`config.mk`:
```
export PLATFORM = sky130hd
export DESIGN_NAME = b_preadd_cascade_flat
export DESIGN_NICKNAME = d
export VERILOG_FILES = /design/src/rtl/b_preadd_cascade_if.sv /design/src/rtl/b_preadd_cascade.sv /design/src/flat_wrapper.sv
export SDC_FILE = /design/constraint.sdc
export NUM_CORES = 1
export LEC_CHECK = 0
export ABC_CLOCK_PERIOD_IN_PS = 2100
export CAP_MARGIN = 10
export CORE_MARGIN = 5
export CORE_UTILIZATION = 40
export DETAILED_ROUTE_END_ITERATION = 8
export PLACE_DENSITY = 0.85
export SLEW_MARGIN = 10
export SYNTH_ARGS = -nofsm -noshare
export SYNTH_HDL_FRONTEND = slang
export SYNTH_SLANG_ARGS = --single-unit
```
`constraint.sdc`:
```
create_clock -name CLK -period 2.1 [get_ports CLK]
set_input_delay 0.42 -clock CLK [delete_from_list [all_inputs] [get_ports CLK]]
set_output_delay 0.42 -clock CLK [all_outputs]
set_load 0.02 [all_outputs]
```
`src/rtl/b_preadd_cascade_if.sv`:
```
// rtl/b_preadd_cascade_if.sv - operand, control and result bundle for the B pre-adder slice
interface b_preadd_cascade_if;
    logic [17:0] B;
    logic [17:0] BCIN;
    logic [17:0] D;
    logic [1:0]  OPMODE;
    logic        CEB;
    logic        CED;
    logic        CEOPMODE;
    logic [17:0] B1_OUT;
    logic [17:0] BCOUT;

    modport master (
        output B, BCIN, D, OPMODE, CEB, CED, CEOPMODE,
        input  B1_OUT, BCOUT
    );

    modport slave (
        input  B, BCIN, D, OPMODE, CEB, CED, CEOPMODE,
        output B1_OUT, BCOUT
    );
endinterface

```
`src/rtl/b_preadd_cascade.sv`:
```
// rtl/b_preadd_cascade.sv - B operand select, optional B0/D/OPMODE regs, pre-adder and B1 stage
module b_preadd_cascade #(
    parameter int    B0REG     = 0,
    parameter int    B1REG     = 1,
    parameter int    DREG      = 1,
    parameter int    OPMODEREG = 1,
    parameter string B_INPUT   = "DIRECT"
) (
    input  logic              CLK,
    input  logic              RSTB,
    b_preadd_cascade_if.slave bus
);

    localparam logic [1:0] SEL_DIRECT  = 2'd0;
    localparam logic [1:0] SEL_CASCADE = 2'd1;
    localparam logic [1:0] SEL_ZERO    = 2'd2;
    localparam logic [1:0] B_SEL_MODE  = (B_INPUT == "DIRECT")  ? SEL_DIRECT  :
                                         (B_INPUT == "CASCADE") ? SEL_CASCADE : SEL_ZERO;

    logic [17:0] b_sel;
    logic [17:0] b0;
    logic [17:0] d0;
    logic [1:0]  op;
    logic [17:0] pa;
    logic [17:0] b1;

    logic [17:0] b0_q, b0_d;
    logic [17:0] d_q,  d_d;
    logic [1:0]  op_q, op_d;
    logic [17:0] b1_q, b1_d;

    always_comb begin
        b_sel = 18'h0;
        case (B_SEL_MODE)
            SEL_DIRECT:  b_sel = bus.B;
            SEL_CASCADE: b_sel = bus.BCIN;
            default:     b_sel = 18'h0;
        endcase
    end

    // Registers always exist; a zero parameter simply bypasses them, so
    // combinational stages never see RSTB.
    assign b0 = (B0REG     != 0) ? b0_q : b_sel;
    assign d0 = (DREG      != 0) ? d_q  : bus.D;
    assign op = (OPMODEREG != 0) ? op_q : bus.OPMODE;

    always_comb begin
        pa = b0;
        if (op[0]) begin
            pa = op[1] ? (d0 - b0) : (d0 + b0);
        end
    end

    // B0 and B1 share CEB, so B1 captures pa built from the pre-edge b0.
    assign b0_d = bus.CEB      ? b_sel      : b0_q;
    assign d_d  = bus.CED      ? bus.D      : d_q;
    assign op_d = bus.CEOPMODE ? bus.OPMODE : op_q;
    assign b1_d = bus.CEB      ? pa         : b1_q;

    always_ff @(posedge CLK or posedge RSTB) begin
        if (RSTB) begin
            b0_q <= 18'h0;
            d_q  <= 18'h0;
            op_q <= 2'b00;
            b1_q <= 18'h0;
        end else begin
            b0_q <= b0_d;
            d_q  <= d_d;
            op_q <= op_d;
            b1_q <= b1_d;
        end
    end

    assign b1         = (B1REG != 0) ? b1_q : pa;
    assign bus.B1_OUT = b1;
    assign bus.BCOUT  = b1;

endmodule

```
`src/flat_wrapper.sv`:
```
// flat-port wrapper written by rule: the top's interface ports become plain ports
module b_preadd_cascade_flat 
#(
    parameter int    B0REG     = 0,
    parameter int    B1REG     = 1,
    parameter int    DREG      = 1,
    parameter int    OPMODEREG = 1,
    parameter string B_INPUT   = "      "
)
  (CLK, RSTB, bus_B, bus_BCIN, bus_D, bus_OPMODE, bus_CEB, bus_CED, bus_CEOPMODE, bus_B1_OUT, bus_BCOUT);
  b_preadd_cascade_if bus_i ();
  input  logic CLK;
  input  logic RSTB;
  input wire logic [$bits(bus_i.B)-1:0] bus_B;
  input wire logic [$bits(bus_i.BCIN)-1:0] bus_BCIN;
  input wire logic [$bits(bus_i.D)-1:0] bus_D;
  input wire logic [$bits(bus_i.OPMODE)-1:0] bus_OPMODE;
  input wire logic [$bits(bus_i.CEB)-1:0] bus_CEB;
  input wire logic [$bits(bus_i.CED)-1:0] bus_CED;
  input wire logic [$bits(bus_i.CEOPMODE)-1:0] bus_CEOPMODE;
  output wire logic [$bits(bus_i.B1_OUT)-1:0] bus_B1_OUT;
  output wire logic [$bits(bus_i.BCOUT)-1:0] bus_BCOUT;
  assign bus_i.B = bus_B;
  assign bus_i.BCIN = bus_BCIN;
  assign bus_i.D = bus_D;
  assign bus_i.OPMODE = bus_OPMODE;
  assign bus_i.CEB = bus_CEB;
  assign bus_i.CED = bus_CED;
  assign bus_i.CEOPMODE = bus_CEOPMODE;
  assign bus_B1_OUT = bus_i.B1_OUT;
  assign bus_BCOUT = bus_i.BCOUT;
  b_preadd_cascade #(.B0REG(B0REG), .B1REG(B1REG), .DREG(DREG), .OPMODEREG(OPMODEREG), .B_INPUT(B_INPUT)) u_core (.CLK(CLK), .RSTB(RSTB), .bus(bus_i));
endmodule
```
After elaboration in Yosys (flattened, before gate mapping)
Index checks and enable logic that the tools add are counted.
- mux-type cells: 1
- operators with widths (kind ; number):
    two-way mux 18 bit ; 1
- bits of input ports: 61
- bits in registers: 37

Logic depth before layout (Yosys ltp)
Gate-level depths: netlist (run 1).
- depth in word-level cells: 1
- gate-level depth with buffers: 4
- mapped depth without buffers: 2

Worst setup path before layout (run 1)
No wires, ideal clock.
- path kind: input port to flip-flop
- start: in bus_CED
- end: reg u_core.d_q[0] (netlist: u_core.d0[0])
- data arrival time: 0.963 ns
- slack: 1.012 ns
- stages on the path: 3
- cells stage by stage: buf_6 > buf_12 > mux2_4
- RTL lines (item ; line ; source):
    start: declaration ; flat_wrapper.sv:19 ; input wire logic [$bits(bus_i.CED)-1:0] bus_CED;
    end signal: assignment ; b_preadd_cascade.sv:63 ; d_q <= 18'h0;
    end signal: assignment ; b_preadd_cascade.sv:68 ; d_q <= d_d;
    end: declaration ; b_preadd_cascade.sv:28 ; logic [17:0] d_q, d_d;
No word-level cell between the ends.

Worst setup path after layout (run 1)
- start: reg u_core.b1_q[9] (netlist: u_core.bus.B1_OUT[9])
- end: out bus_B1_OUT[9]
- RTL lines (item ; line ; source):
    start: declaration ; b_preadd_cascade.sv:30 ; logic [17:0] b1_q, b1_d;
    start signal: assignment ; b_preadd_cascade.sv:65 ; b1_q <= 18'h0;
    start signal: assignment ; b_preadd_cascade.sv:70 ; b1_q <= b1_d;
    end: declaration ; flat_wrapper.sv:21 ; output wire logic [$bits(bus_i.B1_OUT)-1:0] bus_B1_OUT;
No word-level cell between the ends.

==> results of run 1 <==
[through the flow]
step	hold slack, ns	util, %	area [µm²]	worst slack, ns	power [W]
after floorplan	0.474	-	1630	0.847	0.00113
after global placement	0.484	53.0	2100	0.431	0.00129
after detailed placement	0.496	53.0	2100	0.419	0.00130
after CTS	0.515	55.2	2190	0.383	0.00179
after global routing	0.524	55.2	2190	0.344	0.00185
final	0.508	55.2	2190	0.408	0.00176
[cells in the final DEF (no fill, tap or decap)]
cell             synthesis  layout
buf_4                   19       3
clkbuf_1                 1       1
clkbuf_8                 0       6
clkdlybuf4s50_1          0      59
dfrtp_1                 37      37
inv_1                   19      19
mux2_2                   9       9
mux2_4                  10      10
nand3_1                 18      18
o21ai_0                 18      18
[layer usage]
layer | GRT usage [%] | vias to the layer above
met3 | 3.42 | 0
met2 | 21.2 | 28
met4 | 4.23 | 0
met1 | 13.7 | 495
li1 | - | 508
met5 | 0 | -
[cell families (layout without fill, tap and decap cells)]
group / after synthesis / count (layout) / synth area share, %
DFF: 37 / 37 / 56.9
muxes: 19 / 19 / 15.5
buffers and inverters: 45 / 88 / 16.5
AOI/OAI and AO/OA: 18 / 18 / 5.54
and+or+nand+nor: 18 / 18 / 5.54
[final timing paths]
check,endpoint,slack [ns],cells past startpoint
setup / recovery,bus_B1_OUT[9],0.41,1
hold / removal,u_core.bus.B1_OUT[14],0.51,2
setup reg to reg,u_core.op[0],0.97,1
hold reg to reg,u_core.bus.B1_OUT[14],0.51,2
max in group asynchronous,u_core.d0[1],1.23,3
min in group asynchronous,u_core.d0[11],0.55,3
[sequential cells by signal (all words and copies together) (netlist names)]
signal / cells
u_core.bus.B1_OUT: 18
u_core.d0: 18
u_core.op: 1
[final cells by class]
| cell class | count | area (µm²) | area share [%] |
|---|---|---|---|
| sequential | 37 | 926 | 42.3 |
| timing repair buffer | 62 | 613 | 28.0 |
| multi-input combinational | 55 | 432 | 19.7 |
| clock buffer | 7 | 86.3 | 3.94 |
| inverter | 19 | 71.3 | 3.26 |
| tap | 50 | 62.6 | 2.86 |
[power by group]
group          switching (W)  internal, W  total [W]
clock network       0.000222     0.000260   0.000483
logic               0.000198     0.000234   0.000432
registers          0.0000596     0.000789   0.000849
==> results.yml, run 1 <==
synthesis:
  postSynthCellCount: 137
  synth-edff-count: 0
  ys_seq_area_share_pct: 56.9
  synth_common_cells: "dfrtp_1, buf_4, inv_1, nand3_1, o21ai_0"
  synth_area_leaders: "dfrtp_1, mux2_4, buf_4"
  synth_most_common_cell: "dfrtp_1"
  yosys.area.top_type: "dfrtp_1"
  yosys_warnings: 0
  synth_cell_types: 11
  ys_ff_latch: 37
  avgSynthCellArea_um2: 11.9
  synth_top_area_share_pct: 56.9
  synth_ff_type: "dfrtp_1"
  synthArstFlopShare_pct: 100
  synth_nets: 198
  syn-cell-area_um2: 1630
worst_setup_path:
  cpPeakStageDelay_ns: 0.62
  critPathRequiredTime_ns: 1.68
  cp-end-kind: "primary output"
  crit_arrival_ns: 1.27
  cp-startpoint: "u_core.bus.B1_OUT[9]"
  path_class: "flop to primary output"
  cp_num_buf_inv: 1
  cpLargestDelayFamily: "buffers and inverters"
  crit_path_start_kind: "flop"
  crit_fanout: 3
  critical_path.slowest_cell: "clkdlybuf4s50_1"
  crit_chain: "clkdlybuf4s50_1"
  worstReg2RegStart: "u_core.op[0]"
final_layout:
  antennaDiodeCount: 0
  final_nets: 241
  layout-drive-gt1-share_pct: 15.6
  fill_cells: 346
  instances_no_fill: 230
  area_delta_synth_final_pct: 34.7
timing:
  rsz0062_at_grt: "false"
  slew_violations: 0
  post-route-period-util_pct: 80.6
  relSlewSlack_pct: 55.0
  setup_viol: 0
  finalHoldViolations: 0
  fin_tns_setup_ns: 0
  worstMarginPinSlew_ns: 0.675
  period_needed_ns: 1.69
  skew_ns: 0.00294
  fmax_mhz: 591
worst_hold_path:
  hp-class: "flop to flop"
  min_from: "u_core.d0[14]"
routing:
  routed_via_density: 4.48
  ant_nets: 0
  drtIter0Drc: 59
  first_pass_iters: 4
  finalWirelength_mm: 3.09
  drc_errors: 0
  highest_layer: "met3"
  wl_met1_mm: 1.22
  wl_per_cell_um: 13.4
  wl_met2_mm: 1.72
  dr_total_vias: 1031
  wl_met3_um: 151
grt:
  grt_max_degree: 38
  grt-ovfl-total: 0
  grt_util_all_layers_pct: 12.0
  grt_pass1_vias: 1089
  grt_first_pass_wirelength_mm: 4.95
  antenna_found_initial: 0
power_and_ir_drop:
  ir_drop_mv: 0.334
  leakage_nw: 0.951
  power.density_nw_per_um2: 805
floorplanning:
  die_w_um: 73.8
  rows: 23
  die_area_um2: 5440
  pin_count: 97
  die_h_um: 73.8
  initial_core_util_pct: 41.0
  coreArea_um2: 3970
clocking:
  ctsResizeCount: 0
  clk_pin_slew_ns: 0.07
  hold_buffers: 0
  clk_path_buf_depth: 2
  htree_levels: 2
  clkSinkCount: 37
  numCtsBuffers: 5
  post-cts-setup-buffers: 0
  tritoncts: "done"
  clock_latency_ns: 0.27
  cts_root_buffer: "clkbuf_8"
place:
  place_hpwl_mm: 2.14
  dpl.cell_count: 223
  io_buffers: 59
  place_congestion: 0.625
run:
  cap_violations: 0
status:
  status: "finished clean"
No activity file was read; power rests on OpenSTA's default activity.
==> run 2: changes to the inputs <==
Settings changed: ABC_CLOCK_PERIOD_IN_PS 2100 to 1600, CORE_UTILIZATION 40 to 37, PLACE_DENSITY 0.85 to 0.79.
Clock period 2.1 ns to 1.6 ns, I/O delays scaled along.
==> run 2 against run 1 <==
Against the previous run: first-iteration DRC count is 39% lower; register-to-register slack worse by 0.47 ns; via count is 0.48% higher; final cell count is 0.87% higher; combinational power is 24% higher; largest power group unchanged; critical endpoint is now bus_BCOUT[16]; clock power is 32% higher; flip-flop and latch count stayed put; global-route usage is 0.83 points lower.
==> results.yml, run 2 (synthesis results as in run 1) <==
worst_setup_path:
  critPathRequiredTime_ns: 1.28
  timing.rr.end: "u_core.op[0]"
  cp_num_buf_inv: 1
  crit_path_start_kind: "flop"
  crit_fanout: 3
  cpLargestDelayFamily: "flip-flops"
  cp-end-kind: "primary output"
  cpPeakStageDelay_ns: 0.40
  path_class: "flop to primary output"
  crit_arrival_ns: 1.01
  rrSetupSlack_ns: 0.50
  critical_path.slowest_cell: "dfrtp_1"
  worstReg2RegStart: "u_core.op[0]"
  crit_chain: "dlygate4sd2_1"
  ff2ff_path_depth: 1
clocking:
  post-cts-setup-buffers: 0
  cts_root_buffer: "clkbuf_8"
  clk_pin_slew_ns: 0.07
  tritoncts: "done"
  clock_latency_ns: 0.28
  htree_levels: 2
  numCtsBuffers: 5
  clk_path_buf_depth: 2
  clkSinkCount: 37
power_and_ir_drop:
  switchingPower_w: 0.000633
  leakage_nw: 1.33
  power_frac_seq_pct: 48.6
  ir_drop_mv: 0.410
  combinationalPowerShare_pct: 23.5
  power.density_nw_per_um2: 1010
  internal-power_w: 0.00165
  swShare_pct: 27.7
  p_clk_share_pct: 27.9
floorplanning:
  rows: 24
  pin_count: 97
  initial_core_util_pct: 37.6
  die_w_um: 76.3
  die_h_um: 76.3
  die_area_um2: 5820
  coreArea_um2: 4320
timing:
  period_needed_ns: 1.33
  skew_ns: 0.00420
  fmax_mhz: 753
  rsz0062_at_grt: "false"
  fin_tns_setup_ns: 0
  worstMarginPinSlew_ns: 0.633
  post-route-period-util_pct: 83.0
  relSlewSlack_pct: 57.8
  finalHoldViolations: 0
  slew_violations: 0
  setup_viol: 0
grt:
  grt_first_pass_wirelength_mm: 5.18
  grt_util_all_layers_pct: 11.1
  grt_pass1_vias: 1084
  grt-ovfl-total: 0
  grt_max_degree: 38
  antenna_found_initial: 0
place:
  dpl_cell_area_um2: 2140
  place_hpwl_mm: 2.25
  place_congestion: 0.627
  io_buffers: 59
routing:
  ant_nets: 0
  finalWirelength_mm: 3.17
  first_pass_iters: 3
  dr_total_vias: 1036
  drc_errors: 0
  routed_via_density: 4.47
  wl_per_cell_um: 13.6
  drtIter0Drc: 36
final_layout:
  area_delta_synth_final_pct: 39.5
  layout-drive-gt1-share_pct: 15.6
  fin_util_pct: 52.5
  antennaDiodeCount: 0
  final_cell_mix: "dfrtp_1, clkdlybuf4s50_1, dlymetal6s2s_1"
  final_nets: 241
  final_area_um2: 2270
  layout_commonest_cell: "dfrtp_1"
worst_hold_path:
  hp-class: "primary input to asynchronous set/reset pin"
status:
  status: "finished clean"
run:
  cap_violations: 0
[run 2: power by group through the flow]
stage / Clock [W] / Sequential (W) / Combinational [W]
after floorplan: 0 / 0.00117 / 0.000309
after CTS: 0.000661 / 0.00112 / 0.000558
after global placement: 0 / 0.00113 / 0.000575
after global routing: 0.000712 / 0.00113 / 0.000579
after detailed placement: 0 / 0.00113 / 0.000586
final: 0.000638 / 0.00111 / 0.000537
[run 2: layer usage]
metal,track usage (%),up-vias,routed length (µm)
met5,0,-,0
met4,4.20,0,27
li1,-,514,-
met1,12.1,491,1330
met3,3.90,2,104
met2,19.8,29,1710
[run 2: final cells by class]
| cell class | count | area (µm²) |
|---|---|---|
| multi-input cells | 55 | 432 |
| repair buffers | 62 | 688 |
| well taps | 52 | 65.1 |
| flip-flops and latches | 37 | 926 |
| fillers | 390 | 2060 |
| inverters | 19 | 71.3 |
| clock buffers | 7 | 86.3 |
[run 2: worst max-delay path by stage]
stage                     startpoint                   end  slack [ns]  depth (start not counted)
6_report       u_core.bus.B1_OUT[16]         bus_BCOUT[16]        0.27                          1
5_1_grt        u_core.bus.B1_OUT[15]         bus_BCOUT[15]        0.21                          1
4_1_cts         u_core.bus.B1_OUT[8]         bus_B1_OUT[8]      0.0003                          1
3_5_place_dp                 bus_CED         u_core.d0[17]        0.10                          3
3_3_place_gp                 bus_CED         u_core.d0[12]        0.11                          3
2_1_floorplan                   RSTB  u_core.bus.B1_OUT[0]        0.45                          1
[run 2: metrics by stage]
stage | power [W] | hold WS (ns) | instances | setup WS (ns)
3_5_place_dp | 0.00172 | 0.497 | 225 | 0.103
2_1_floorplan | 0.00148 | 0.468 | 137 | 0.447
3_3_place_gp | 0.00170 | 0.482 | 225 | 0.113
4_1_cts | 0.00233 | 0.388 | 232 | 0.000253
5_1_grt | 0.00242 | 0.402 | 232 | 0.215
6_report | 0.00229 | 0.380 | 232 | 0.273
[run 2: what timing repair did]
action	4_1_cts	5_1_grt
endpoints found under the setup margin	17	22
endpoints found under the hold margin	0	0
resized for setup	14	22
hold buffers	0	0
